### src/rtl/dma_ctrl.sv
// Single-channel DMA engine: word-by-word memory copy or test-pattern fill,
// with a one-cycle status/LED pulse on completion.
module dma_ctrl #(
    parameter int REG_DATA_WIDTH = 32,
    parameter int MEM_ADDR_WIDTH = 16,
    parameter int MODE           = 2
) (
    input  logic                      clk,
    input  logic                      reset,
    input  logic [REG_DATA_WIDTH-1:0] in_src_addr,
    input  logic [REG_DATA_WIDTH-1:0] in_dest_addr,
    input  logic [REG_DATA_WIDTH-1:0] in_transfer_size,
    input  logic [MODE-1:0]           in_mode,
    output logic                      out_rd_en,
    output logic [MEM_ADDR_WIDTH-1:0] out_rd_addr,
    input  logic [REG_DATA_WIDTH-1:0] in_rd_data,
    output logic                      out_wr_en,
    output logic [MEM_ADDR_WIDTH-1:0] out_wr_addr,
    output logic [REG_DATA_WIDTH-1:0] out_wr_data,
    output logic                      out_status_update,
    output logic                      out_led_update,
    output logic [1:0]                out_led,
    output logic                      out_busy
);

    typedef enum logic [1:0] {IDLE, RUN, DRAIN, DONE} state_t;

    localparam logic [MODE-1:0] MODE_NORMAL = MODE'(1);
    localparam logic [MODE-1:0] MODE_TEST   = MODE'(2);
    localparam logic [REG_DATA_WIDTH-1:0] FILL_PATTERN = REG_DATA_WIDTH'(32'hA5A5_A5A5);
    localparam logic [REG_DATA_WIDTH-1:0] ONE = REG_DATA_WIDTH'(1);

    state_t                    state, next_state;
    logic [REG_DATA_WIDTH-1:0] src_q, dest_q, size_q;
    logic [REG_DATA_WIDTH-1:0] rd_cnt, wr_cnt;
    logic [MODE-1:0]           mode_q;
    logic [1:0]                led_hold, done_led;
    logic                      start, test_mode, last_rd, last_wr;

    assign start     = (in_mode == MODE_NORMAL) || (in_mode == MODE_TEST);
    assign test_mode = (mode_q == MODE_TEST);
    assign last_rd   = (rd_cnt == size_q - ONE);
    assign last_wr   = (wr_cnt == size_q - ONE);
    assign done_led  = (size_q == '0) ? 2'b11 : (test_mode ? 2'b10 : 2'b01);

    // Byte address of word k: the add is done at register width and then truncated,
    // so the address wraps and the two low bits are carried through untouched.
    function automatic logic [MEM_ADDR_WIDTH-1:0] word_addr(
        input logic [REG_DATA_WIDTH-1:0] base,
        input logic [REG_DATA_WIDTH-1:0] k
    );
        return MEM_ADDR_WIDTH'(base + (k << 2));
    endfunction

    // NOTE: sequential state uses non-blocking assignments so every flop samples pre-edge values.
    always_ff @(posedge clk or negedge reset) begin
        if (!reset) state <= IDLE;
        else        state <= next_state;
    end

    always_comb begin
        // NOTE: default assignment first so no path through the case can infer a latch.
        next_state = state;
        case (state)
            IDLE:    if (start) next_state = (in_transfer_size == '0) ? DONE : RUN;
            RUN: begin
                if (test_mode) begin
                    if (last_wr) next_state = DONE;
                end else if (last_rd) begin
                    next_state = DRAIN;
                end
            end
            DRAIN:   next_state = DONE;
            DONE:    next_state = IDLE;
            default: next_state = IDLE;
        endcase
    end

    always_comb begin
        out_rd_en         = 1'b0;
        out_rd_addr       = '0;
        out_wr_en         = 1'b0;
        out_wr_addr       = '0;
        out_wr_data       = '0;
        out_status_update = 1'b0;
        out_led_update    = 1'b0;
        out_busy          = (state != IDLE);
        out_led           = (state == DONE) ? done_led : led_hold;
        case (state)
            RUN: begin
                if (test_mode) begin
                    out_wr_en   = 1'b1;
                    out_wr_addr = word_addr(dest_q, wr_cnt);
                    out_wr_data = wr_cnt ^ FILL_PATTERN;
                end else begin
                    out_rd_en   = 1'b1;
                    out_rd_addr = word_addr(src_q, rd_cnt);
                    // Read data arrives one cycle late, so writes trail reads by one.
                    if (rd_cnt != '0) begin
                        out_wr_en   = 1'b1;
                        out_wr_addr = word_addr(dest_q, wr_cnt);
                        out_wr_data = in_rd_data;
                    end
                end
            end
            DRAIN: begin
                out_wr_en   = 1'b1;
                out_wr_addr = word_addr(dest_q, wr_cnt);
                out_wr_data = in_rd_data;
            end
            DONE: begin
                out_status_update = 1'b1;
                out_led_update    = 1'b1;
            end
            default: ;
        endcase
    end

    always_ff @(posedge clk or negedge reset) begin
        if (!reset) begin
            src_q    <= '0;
            dest_q   <= '0;
            size_q   <= '0;
            mode_q   <= '0;
            rd_cnt   <= '0;
            wr_cnt   <= '0;
            led_hold <= 2'b00;
        end else if (state == IDLE) begin
            if (start) begin
                src_q  <= in_src_addr;
                dest_q <= in_dest_addr;
                size_q <= in_transfer_size;
                mode_q <= in_mode;
                rd_cnt <= '0;
                wr_cnt <= '0;
            end
        end else begin
            if (out_rd_en)       rd_cnt   <= rd_cnt + ONE;
            if (out_wr_en)       wr_cnt   <= wr_cnt + ONE;
            if (state == DONE)   led_hold <= done_led;
        end
    end

endmodule

### config.mk
export PLATFORM = sky130hd
export DESIGN_NAME = dma_ctrl
export DESIGN_NICKNAME = d
export VERILOG_FILES = /design/src/rtl/dma_ctrl.sv
export SDC_FILE = /design/constraint.sdc
export NUM_CORES = 1
export LEC_CHECK = 0
export BUFFER_PORTS_ARGS = -buffer_cell sky130_fd_sc_hd__buf_2
export CORE_ASPECT_RATIO = 1.25
export CORE_UTILIZATION = 40
export CTS_BUF_LIST = sky130_fd_sc_hd__clkbuf_2
export CTS_CLUSTER_DIAMETER = 100
export DETAILED_ROUTE_END_ITERATION = 10
export SYNTH_ARGS = -nofsm -noshare
export SYNTH_HDL_FRONTEND = slang
export SYNTH_SLANG_ARGS = --single-unit
### constraint.sdc
create_clock -name clk -period 6 [get_ports clk]
set_clock_uncertainty 0.15 [all_clocks]
set_input_delay 1.2 -clock clk [delete_from_list [all_inputs] [get_ports clk]]
set_output_delay 1.2 -clock clk [all_outputs]
set_load 0.1 [all_outputs]
Word level (Yosys, flattened, before mapping)
Cells that the tools add are included.
{"block": "totals", "ff_bits": 134, "out_inout_bits": 71, "wordCells": 65, "in_bits": 132}
{"block": "op_classes", "add_sub_neg": 5, "n_reduce_logical": 12, "eq_ne": 11, "n_bitwise": 1, "mux": 28}
{"operator": "two-way mux 32 bit", "n": 7}
{"operator": "adder 32 x 1 -> 32 bit (second input constant)", "n": 2}
{"operator": "== test 32 bit", "n": 2}
{"operator": "logical NOT 32 bit", "n": 2}
{"operator": "two-way mux 16 bit", "n": 4}
{"operator": "one-hot mux 32 bit (2 select lines)", "n": 1}
{"operator": "adder 16 bit", "n": 2}
{"operator": "one-hot mux 16 bit (2 select lines)", "n": 1}
{"operator": "nonzero test 32 bit", "n": 1}
{"operator": "subtractor 32 x 1 -> 32 bit (second input constant)", "n": 1}
{"operator": "two-way mux 2 bit", "n": 8}
{"operator": "NOT 16 bit", "n": 1}
{"operator": "== test 2 bit (second input constant)", "n": 4}
{"operator": "one-hot mux 2 bit (4 select lines)", "n": 1}
{"operator": "inequality test 3 bit (second input constant)", "n": 2}
{"operator": "AND reduction 2 bit", "n": 3}
{"operator": "nonzero test 2 bit", "n": 3}
{"operator": "two-way mux 1 bit", "n": 5}
{"operator": "== test 2 x 1 -> 1 bit (second input constant)", "n": 2}
{"operator": "AND reduction 3 bit", "n": 1}
{"operator": "logical NOT 2 bit", "n": 1}
{"operator": "inequality test 2 bit (second input constant)", "n": 1}
{"operator": "one-hot mux 1 bit (2 select lines)", "n": 1}
{"operator": "logical OR 1 bit", "n": 1}

Longest topological paths before layout
Gate-level depths: netlist of the first run.
{"block": "logic_depth", "depth_word": 6, "ltp_mapped": 13, "ltp_nobuf": 12}

Least setup slack after synthesis of the first run
Ideal clock, no wire load.
{"block": "synth_timing", "kind": "reg-to-output", "from": "register rd_cnt[0]", "to": "output out_rd_addr[14]", "t_arrival_ns": 4.812, "required_ns": 4.650, "path_stages_with_launch": 12, "path_buffers": 0, "path_slack_ns": -0.162, "cell_sequence": "dfrtp_1 ha_1 fa_1 a21o_1 a21oi_1 o21bai_1 a21oi_1 o21bai_1 a211o_1 a2111oi_0 nor3_1 nor3b_1"}
{"block": "synth_via", "elab_chain_cells": 3}
{"element": "from (decl)", "line": "35", "rtl": "logic [REG_DATA_WIDTH-1:0] rd_cnt, wr_cnt;"}
{"element": "from (signal assigned)", "line": "138", "rtl": "if (out_rd_en) rd_cnt <= rd_cnt + ONE;"}
{"element": "adder 16 bit", "line": "52", "rtl": "return MEM_ADDR_WIDTH'(base + (k << 2));"}
{"element": "two-way mux 16 bit", "line": "91", "rtl": "if (test_mode) begin"}
{"element": "two-way mux 16 bit", "line": "89", "rtl": "case (state)"}
{"element": "to (decl)", "line": "15", "rtl": "output logic [MEM_ADDR_WIDTH-1:0] out_rd_addr,"}
No other way between the ends.

Worst setup path after layout of the first run
Ends and elaborated chain as after synthesis.

==> results of run 1 <==
==> sequential cells by signal (all words and copies together) (netlist names) <==
register / cells
mode_q: 2
size_q: 32
dest_q: 16
wr_cnt: 32
state: 2
src_q: 16
rd_cnt: 32
led_hold: 2
==> logic make-up after synthesis <==
group | Yosys count
adder cells (fa/ha/maj) | 37
buffers and inverters | 113
AND/OR/NAND/NOR | 419
flip-flops | 134
multiplexers | 83
XOR/XNOR | 96
AO/OA/AOI/OAI | 257
==> repair_timing <==
action | CTS | global route
gates resized for setup | 0 | 2
endpoints found under the hold margin | 0 | 0
endpoints found under the setup margin | 0 | 1
==> synth_stat cells (3+ instances only) <==
library cell	number	share of area (%)
a2111oi_0	6	0.53
a211o_1	3	0.26
a211oi_1	3	0.23
a21o_1	10	0.75
a21oi_1	41	2.1
a22o_1	3	0.26
a22oi_1	17	1.3
a311oi_1	4	0.35
a31oi_1	13	0.82
and2_1	13	0.82
and3_1	22	1.4
and4_1	4	0.35
buf_1	9	0.34
clkbuf_1	69	2.6
dfrtp_1	134	34
ha_1	35	4.4
inv_1	32	1.2
mux2_2	67	7.6
mux2i_1	16	1.6
nand2_1	84	3.2
nand2b_1	16	1.0
nand3_1	59	3.0
nand4_1	25	1.6
nor2_1	61	2.3
nor2b_1	29	1.8
nor3_1	19	0.95
nor3b_1	3	0.23
nor4_1	33	2.1
nor4b_1	3	0.26
o2111a_1	4	0.45
o211ai_1	21	1.6
o21ai_0	76	3.8
o21bai_1	9	0.68
o22ai_1	3	0.19
o31a_1	4	0.35
o31ai_1	19	1.4
o41ai_1	3	0.26
or2_2	5	0.31
or3_1	16	1.0
or4_1	16	1.2
xnor2_1	58	5.1
xor2_1	36	3.2
==> through the flow <==
stage | worst slack (ps) | util [%] | power (W) | hold slack [ps] | std cells
after detailed placement | 1130 | 44.8 | 0.00524 | 338 | 1566
final | 446 | 45.7 | 0.00575 | 244 | 1599
after global placement | 1120 | 44.8 | 0.00520 | 330 | 1566
after CTS | 217 | 45.7 | 0.00577 | 246 | 1597
after floorplan | 816 | - | 0.00450 | 321 | 1139
after global routing | 20.3 | 45.7 | 0.00610 | 282 | 1598
==> power groups by stage <==
stage / Combinational (W) / Clock [W] / Sequential, W
2_1_floorplan: 0.00316 / 0 / 0.00134
3_3_place_gp: 0.00361 / 0 / 0.00159
3_5_place_dp: 0.00364 / 0 / 0.00160
4_1_cts: 0.00365 / 0.000540 / 0.00158
5_1_grt: 0.00390 / 0.000571 / 0.00163
6_report: 0.00364 / 0.000523 / 0.00159
==> worst paths after layout <==
kind	start	end	slack, ps	cells past startpoint
min	reset	size_q[24]	240	1
max	rd_cnt[0]	out_rd_addr[14]	450	12
max in group asynchronous	reset	wr_cnt[24]	4210	2
min reg2reg	dest_q[1]	dest_q[1]	380	1
max reg2reg	size_q[15]	state[1]	1280	8
min in group clk	dest_q[1]	dest_q[1]	380	1
==> metal layers <==
layer | up-vias | share of wire [%] | GRT usage (%) | wire, um
met5 | - | 0 | 0 | 0
met4 | 0 | 5.4 | 15.2 | 1580
met3 | 73 | 5.0 | 4.32 | 1460
met2 | 268 | 48 | 39.4 | 14200
met1 | 4332 | 41 | 28.4 | 12200
li1 | 4408 | - | - | -
==> layout by cell type, fill, tap and decap left out, drive strengths merged, types with 21 or more instances in the layout <==
| cell type | count |
|---|---|
| inv | 32 |
| nor4 | 35 |
| o211ai | 21 |
| buf | 177 |
| xor2 | 36 |
| and3 | 22 |
| a21oi | 41 |
| xnor2 | 58 |
| nor2 | 61 |
| dfrtp | 134 |
| mux2 | 67 |
| nor2b | 29 |
| nand2 | 84 |
| nand3 | 59 |
| o21ai | 78 |
| ha | 35 |
| nand4 | 25 |
==> layout make-up <==
| type | instances | area (sq um) | share of cell area [%] |
|---|---|---|---|
| diodes | 2 | 5.00 | 0.0447 |
| clock buffers | 18 | 90.1 | 0.804 |
| clock inverters | 13 | 115 | 1.03 |
| inverters | 32 | 120 | 1.07 |
| multi-input cells | 892 | 6180 | 55.2 |
| flip-flops and latches | 134 | 3350 | 29.9 |
| well taps | 330 | 413 | 3.69 |
| repair buffers | 178 | 920 | 8.21 |
==> critical path, delay by kind of cell, from the launching register on <==
kind,cells,cell delay [ps]
compound gates,7,1630
buf+inv,1,350
flops,1,510
simple gates,2,280
fa+ha+maj,2,660
==> reports/qor.csv, run 1 <==
metric;value;unit
status;completed;
Comb power frac;63.3;%
row count;64;
Initial Utilization;40.7;%
antenna viol nets, final;0;
Crit path largest cell delay;510;ps
post-synthesis cell area;9960;sq um
Reg clk slew, reported paths;190;ps
post-synthesis adder-cell area fraction;4.80;%
Post-Route WL;29400;um
Boundary Pins;203;
Worst-Margin Slew;971;ps
Syn-to-layout area delta;12.4;%
FILL cells;2496;
Distinct cells, synth;66;
Layout Nets;1424;
hold crit path type;input port to async pin;
post-synthesis sequential area ratio;33.7;%
post-CTS setup buffers;0;
CP Data Required Time;4650;ps
CP Cell Sequence;ha_1 > fa_1 > a21o_1 > a21oi_1 > o21bai_1 > a21oi_1 > o21bai_1 > a211o_1 > a2111oi_1 > nor3_1 > nor3b_2 > clkbuf_4;
Post-Layout Inst Area;11200;sq um
CP Launch Type;register;
Overflow after GRT;0;
switching share of power;57.4;%
post-synthesis mux area share;9.18;%
arrival time worst endpoint;4200;ps
VDD IR max;0.422;mV
placed instance area;11000;sq um
Die Ht;178;um
initial antenna violation count;2;
Clk pwr share;9.1;%
first-pass GRT wire length;46200;um
GPL Wtd Cong;0.949;
TritonCTS clock tree;done;
Worst Path Max Fanout;8;
CTS max path bufs;2;
xor/xnor share of the synthesized area;8.71;%
CTS Hold Bufs;0;
Tmin final;5550;ps
clock tree root buffer cell;clkbuf_2;
Synth warnings;0;
Clock Latency Late Sink;790;ps
Slew Viols, Final;0;
sw power;0.00330;W
Post-synth ARST share;100;%
vias per cell;5.68;
Worst slew margin;34.7;%
Synth Net Count;1308;
Final Hold Vio Count;0;
vias in the first global route;8567;
via count;9081;
Setup CP Type;register to output pin;
fin crit share;92.6;%
PortBufs;170;
PD cells;513;nW/um^2
max_cap viols;0;
RSZ-0062 raised after global routing;no;
routed len/inst;18.4;um
Post-Syn Instances;1139;
Reg power frac;27.6;%
Pre-Repair DR Iteration Count;5;
HPWL after detailed placement;22300;um
syn avg cell area;8.75;sq um
critical path capture point type;output pin;
largest family of logic cells by synthesized area;simple AND/OR/NAND/NOR gates;
residual DRC count;0;
Final setup viols;0;
DIE WIDTH;143;um
clk sinks;134;
Core ar.;24500;sq um
Synth Area in Compound Gates;16.8;%
simple-gate share of the synthesized area;22.4;%
Detailed Route Iter0 Violations;436;
CTS Buf Count;17;
largest net degree at the start of global routing;79;
final setup TNS;0;ps
f_max;0.180;GHz
synthesized flop and latch total;134;
EDFF count, synth;0;
fraction of final layout cells sized beyond drive strength 1;22.3;%
critical path's slowest cell;dfrtp_1;
Total Routing Usage GR;23.8;%
Leakage;4.92;nW
Int Power;0.00245;W
number of H-tree levels;4;
Die Area;25600;sq um
commonest register cell after synthesis;dfrtp_1;
Power figures use the tool's default switching activity.
==> run 2, diff against run 1 <==
--- a/config.mk
+++ b/config.mk
@@ -7,10 +7,11 @@
 export LEC_CHECK = 0
 export BUFFER_PORTS_ARGS = -buffer_cell sky130_fd_sc_hd__buf_2
 export CORE_ASPECT_RATIO = 1.25
-export CORE_UTILIZATION = 40
+export CORE_UTILIZATION = 45
 export CTS_BUF_LIST = sky130_fd_sc_hd__clkbuf_2
 export CTS_CLUSTER_DIAMETER = 100
 export DETAILED_ROUTE_END_ITERATION = 10
+export PLACE_DENSITY = 0.67
 export SYNTH_ARGS = -nofsm -noshare
 export SYNTH_HDL_FRONTEND = slang
 export SYNTH_SLANG_ARGS = --single-unit
==> run 2 against run 1 <==
Against the previous run: die area is 11% lower; clock power increased by 40%; combinational power barely moved; sequential cell count is the same; critical path type unchanged; critical endpoint is now out_wr_addr[15].
==> reports/qor.csv, run 2 (synthesis gave the netlist of run 1 again) <==
metric;value;unit
routed len/inst;18.3;um
fraction of final layout cells sized beyond drive strength 1;22.9;%
FILL cells;2068;
Worst Path Max Fanout;13;
most frequent cells in the layout;169 x buf_2, 134 x dfrtp_1, 83 x nand2_1, 76 x o21ai_0, 67 x mux2_2;
TritonCTS clock tree;done;
Initial Utilization;46.1;%
PortBufs;170;
PD cells;528;nW/um^2
Top delay family on crit path;simple AND/OR/NAND/NOR gates;
residual DRC count;0;
HPWL after detailed placement;21300;um
antenna viol nets, final;0;
CP Data Required Time;4650;ps
critical path depth;13;
Overflow after GRT;0;
VDD IR max;0.374;mV
Leakage;4.98;nW
worst r2r path cells;9;
Reg clk slew, reported paths;210;ps
first-pass GRT wire length;45800;um
initial antenna violation count;3;
Tmin final;5690;ps
Crit path largest cell delay;540;ps
Final setup viols;0;
Pre-Repair DR Iteration Count;7;
final setup TNS;0;ps
CTS max path bufs;2;
Core ar.;21600;sq um
Post-Route WL;28400;um
CP Cell Sequence;inv_1 > ha_1 > nor4b_1 > nand4_1 > o31a_1 > or2_2 > nand2_1 > inv_1 > nand4_1 > o41ai_1 > a31oi_1 > nand3_1 > buf_2;
critical path capture point type;output pin;
Clock Latency Late Sink;740;ps
Slew Viols, Final;0;
Setup CP Type;register to output pin;
RSZ-0062 raised after global routing;no;
clock tree root buffer cell;clkbuf_2;
row count;60;
Die Ht;168;um
hold crit path type;input port to async pin;
CTS Hold Bufs;0;
commonest non-fill, non-tap cell in the layout;buf_2;
pre-CTS setup slack;1110;ps
CP Launch Type;register;
Worst slew margin;31.3;%
WP buf/inv;3;
arrival time worst endpoint;4340;ps
Detailed Route Iter0 Violations;592;
Regs by FF count;rd_cnt: 32 flops, size_q: 32 flops, wr_cnt: 32 flops;
Syn-to-layout area delta;13.0;%
Die Area;22700;sq um
clk sinks;134;
Worst-Margin Slew;1020;ps
via count;9135;
GPL Wtd Cong;0.969;
CTS Buf Count;17;
fin crit share;94.8;%
vias per cell;5.90;
vias in the first global route;8866;
Total Routing Usage GR;25.8;%
Layout Nets;1424;
largest net degree at the start of global routing;88;
max_cap viols;0;
Final Hold Vio Count;0;
f_max;0.176;GHz
Boundary Pins;203;
post-route setup slack;311;ps
number of H-tree levels;4;
DIE WIDTH;135;um
status;completed;
critical path's slowest cell;dfrtp_1;
run 2: stage by stage:
step	cells	instance area [sq um]	total power (W)	utilization [%]	hold slack [ps]
6_report	1549	11300	0.00594	52.1	359
5_1_grt	1549	11300	0.00630	52.1	352
4_1_cts	1547	11300	0.00596	52.1	336
3_5_place_dp	1515	10900	0.00521	50.5	339
3_3_place_gp	1515	10900	0.00516	50.5	330
2_1_floorplan	1139	9970	0.00450	-	321
run 2: report_power, final:
part,internal (W),switching [W],total (W)
sequential,0.00116,0.000430,0.00159
combinational,0.00110,0.00252,0.00362
clock,0.000365,0.000368,0.000733
total,0.00262,0.00332,0.00594
run 2: worst paths after layout:
| kind | from | to | slack [ps] |
|---|---|---|---|
| hold reg to reg | dest_q[1] | dest_q[1] | 380 |
| setup reg to reg | size_q[14] | state[1] | 1300 |
| hold / removal | reset | size_q[14] | 360 |
| setup / recovery | rd_cnt[1] | out_wr_addr[15] | 310 |
| min in group clk | dest_q[1] | dest_q[1] | 380 |
| max in group asynchronous | reset | rd_cnt[8] | 4240 |
run 2: worst reg2reg max path, cell delays in order, from the launching register on:
cell       delay (ps)
dfrtp_1           570
nor4_2            670
nand4_1           630
o31a_1            480
or4_1             530
a2111oi_0         410
nand4_1           150
or4_1             550
a22o_1            330
mux2i_1           180
run 2: area by class of cell:
cell class | count | area (sq um) | area share, %
Clock inverter | 14 | 248 | 2.20
Inverter | 32 | 120 | 1.07
Sequential cell | 134 | 3350 | 29.8
Antenna cell | 2 | 5.00 | 0.0444
Timing Repair Buffer | 178 | 917 | 8.14
Clock buffer | 18 | 90.1 | 0.800
Tap cell | 279 | 349 | 3.10
Multi-Input combinational cell | 892 | 6180 | 54.9
run 2: what timing repair did:
item | 4_1_cts | 5_1_grt
gates resized for setup | 0 | 1
endpoints found under the setup margin | 0 | 1
buffers inserted | 0 | 0
run 2: routing by layer:
| metal | track usage, % | vias to the layer above | share of wire (%) |
|---|---|---|---|
| met5 | 0 | - | 0.046 |
| met4 | 13.9 | 2 | 4.5 |
| met3 | 4.46 | 68 | 5.4 |
| met2 | 43.5 | 283 | 49 |
| met1 | 31.1 | 4368 | 41 |
| li1 | - | 4414 | - |
==> run 3, diff against run 2 <==
--- a/config.mk
+++ b/config.mk
@@ -5,6 +5,7 @@
 export SDC_FILE = /design/constraint.sdc
 export NUM_CORES = 1
 export LEC_CHECK = 0
+export ABC_AREA = 1
 export BUFFER_PORTS_ARGS = -buffer_cell sky130_fd_sc_hd__buf_2
 export CORE_ASPECT_RATIO = 1.25
 export CORE_UTILIZATION = 45
==> run 3 against run 2 <==
Against the previous run: via count up 26%; critical path type unchanged; the flow now finishes with violations (design-rule violations); critical path depth decreased by 4; highest routed layer is now met4; global-route usage up 6.3 points; largest power group unchanged; core utilization is 0.57 points lower; critical endpoint is now out_wr_data[25]; sequential share of layout area is 1.4 points lower; count of clock-buffer cells in the layout stayed put.
==> reports/qor.csv, run 3 <==
metric;value;unit
status;finished, violations left;
failing checks;design-rule violations;
post-synthesis sequential area ratio;31.9;%
FF-to-FF End;wr_cnt[8];
Comb power frac;64.9;%
residual DRC count;16;
max_cap viols;0;
Worst-Margin Slew;986;ps
R2R setup slack;2530;ps
CTS Hold Bufs;0;
final core occ;51.5;%
Worst path most repeated cell;nand2_1;
Overflow after GRT;0;
number of H-tree levels;4;
Core ar.;23000;sq um
HPWL after detailed placement;29100;um
commonest non-fill, non-tap cell in the layout;nand2_1;
Boundary Pins;203;
final setup TNS;0;ps
Detailed Route Iter0 Violations;762;
Tmin final;5160;ps
clk sinks;134;
Post-Syn Instances;1626;
critical path startpoint;state[1];
DIE WIDTH;139;um
critical path's slowest cell;nand2_1;
EDFF count, synth;0;
Slew Viols, Final;0;
initial antenna violation count;2;
FILL cells;2463;
Crit path largest cell delay;740;ps
total power;0.00571;W
Pre-Repair DR Iteration Count;8;
CP Cell Sequence;inv_1 > ha_1 > nand2_2 > inv_1 > nand2_1 > nand2_1 > nand2_1 > a21oi_1 > buf_2;
Reg-to-Reg Start;state[0];
antenna viol nets, final;0;
syn avg cell area;6.46;sq um
critical path depth;9;
fin crit share;86.0;%
CP Data Required Time;4650;ps
f_max;0.194;GHz
Initial Utilization;45.8;%
post-CTS sizing;0;
largest net degree at the start of global routing;90;
WP buf/inv;3;
Regs by FF count;rd_cnt: 32 flops, size_q: 32 flops, wr_cnt: 32 flops;
Synth warnings;0;
commonest register cell after synthesis;dfrtp_1;
Leakage;5.76;nW
Syn-to-layout area delta;12.6;%
fraction of final layout cells sized beyond drive strength 1;14.7;%
Final Hold Vio Count;0;
Total Routing Usage GR;32.0;%
TritonCTS clock tree;done;
top area cells in the synthesized netlist;dfrtp_1 32%, nand2_1 18%, nand3_1 7.9%, nor2_1 5.9%, inv_1 5.8%;
Reg clk slew, reported paths;240;ps
Setup CP Type;register to output pin;
dominant cell type by area after synthesis;dfrtp_1;
critical path capture point type;output pin;
Yosys top cell area share;31.9;%
Die Area;24000;sq um
Layout Nets;1949;
Clock Latency Late Sink;790;ps
vias in the first global route;11100;
via count;11500;
hold crit path type;input port to async pin;
Post-synth top cells;502 x nand2_1, 166 x nand3_1, 166 x nor2_1, 163 x inv_1, 134 x dfrtp_1;
worst setup path endpoint;out_wr_data[25];
Worst slew margin;34.1;%
Post-Route WL;37400;um
Final setup viols;0;
row count;62;
switching share of power;63.0;%
arrival time worst endpoint;3810;ps
clock tree root buffer cell;clkbuf_2;
Reg power frac;24.7;%
sw power;0.00359;W
post-synthesis cell area;10500;sq um
Synth Net Count;1795;
CTS Buf Count;17;
GPL Wtd Cong;0.991;
synthesized flop and latch total;134;
CTS max path bufs;2;
Post-synth ARST share;100;%
CP Launch Type;register;
Die Ht;173;um
PortBufs;170;
PD cells;482;nW/um^2
RSZ-0062 raised after global routing;no;
Distinct cells, synth;48;
most common cell in the netlist;nand2_1;
Clk pwr share;10.4;%
Int Power;0.00211;W
most frequent cells in the layout;501 x nand2_1, 169 x buf_2, 166 x nand3_1, 165 x nor2_1, 163 x inv_1;
routed len/inst;17.9;um
VDD IR max;0.469;mV
Worst Path Max Fanout;32;
post-CTS setup buffers;0;
worst r2r path cells;9;
first-pass GRT wire length;59400;um
Top delay family on crit path;simple AND/OR/NAND/NOR gates;
vias per cell;5.52;
run 3: cell types whose count changed after synthesis, sizes merged, moves of 18 or more:
cell    delta
nand2    +432
inv      +137
nor2     +126
nand3    +112
mux2      -67
xnor2     -55
a21oi     +49
clkbuf    -43
o21ai     +42
nor2b     -29
and3      -22
o211ai    -18
o31ai     -18
run 3: area by class of cell:
cell class / instances / area, sq um / area share (%)
antenna: 2 / 5.00 / 0.0423
clock inverter: 14 / 154 / 1.30
sequential: 134 / 3350 / 28.3
clock buffer: 18 / 90.1 / 0.761
timing repair buffer: 174 / 887 / 7.50
tap: 288 / 360 / 3.05
multi-input combinational: 1281 / 6340 / 53.6
inverter: 172 / 646 / 5.46
run 3: worst min path at each step:
stage	startpoint	end	slack [ps]	depth (start not counted)
detailed placement	dest_q[8]	dest_q[8]	320	2
finish	reset	rd_cnt[24]	320	1
CTS	reset	size_q[23]	290	1
global route	reset	rd_cnt[28]	300	1
global placement	src_q[2]	src_q[2]	310	2
floorplan	wr_cnt[31]	wr_cnt[31]	290	1
run 3: routing by layer:
layer | part of all wire, % | track usage, % | vias up | wire, um
met5 | 0 | 0 | - | 0
met4 | 3.8 | 13.7 | 0 | 1440
met3 | 4.2 | 4.79 | 77 | 1590
met2 | 50 | 57.0 | 350 | 18600
met1 | 42 | 38.4 | 5393 | 15700
li1 | - | - | 5684 | -
run 3: stage by stage:
step	setup slack, ps	cell area [sq um]	hold WS [ps]	instances
finish	839	11800	316	2083
global route	415	11800	300	2082
CTS	771	11800	293	2081
floorplan	1010	10500	290	1626
global placement	1750	11600	310	2049
detailed placement	1680	11600	315	2049
run 3: worst reg2reg max path, delay by kind of cell, from the launching register on:
| family | cells | cell delay [ps] |
|---|---|---|
| AO/OA/AOI/OAI | 1 | 110 |
| adder cells (fa/ha/maj) | 1 | 490 |
| buffers and inverters | 3 | 610 |
| flip-flops | 1 | 490 |
| AND/OR/NAND/NOR | 4 | 1540 |
run 3: power by group through the flow:
stage,logic (W),registers (W),clock network (W)
after floorplan,0.00295,0.00134,0
after global placement,0.00365,0.00142,0
after detailed placement,0.00368,0.00142,0
after CTS,0.00369,0.00140,0.000606
after global routing,0.00402,0.00144,0.000634
final,0.00370,0.00141,0.000592
run 3: cell families (layout without fill, tap and decap cells):
kind of cell / after synthesis / count (layout) / synth area share, %
other: 0 / 2 / 0
XOR/XNOR: 24 / 24 / 2.13
flip-flops: 134 / 134 / 31.9
AND/OR/NAND/NOR: 970 / 970 / 40.7
buffers and inverters: 211 / 378 / 7.86
multiplexers: 1 / 1 / 0.0953
adder cells (fa/ha/maj): 37 / 37 / 4.55
AO/OA/AOI/OAI: 249 / 249 / 12.7
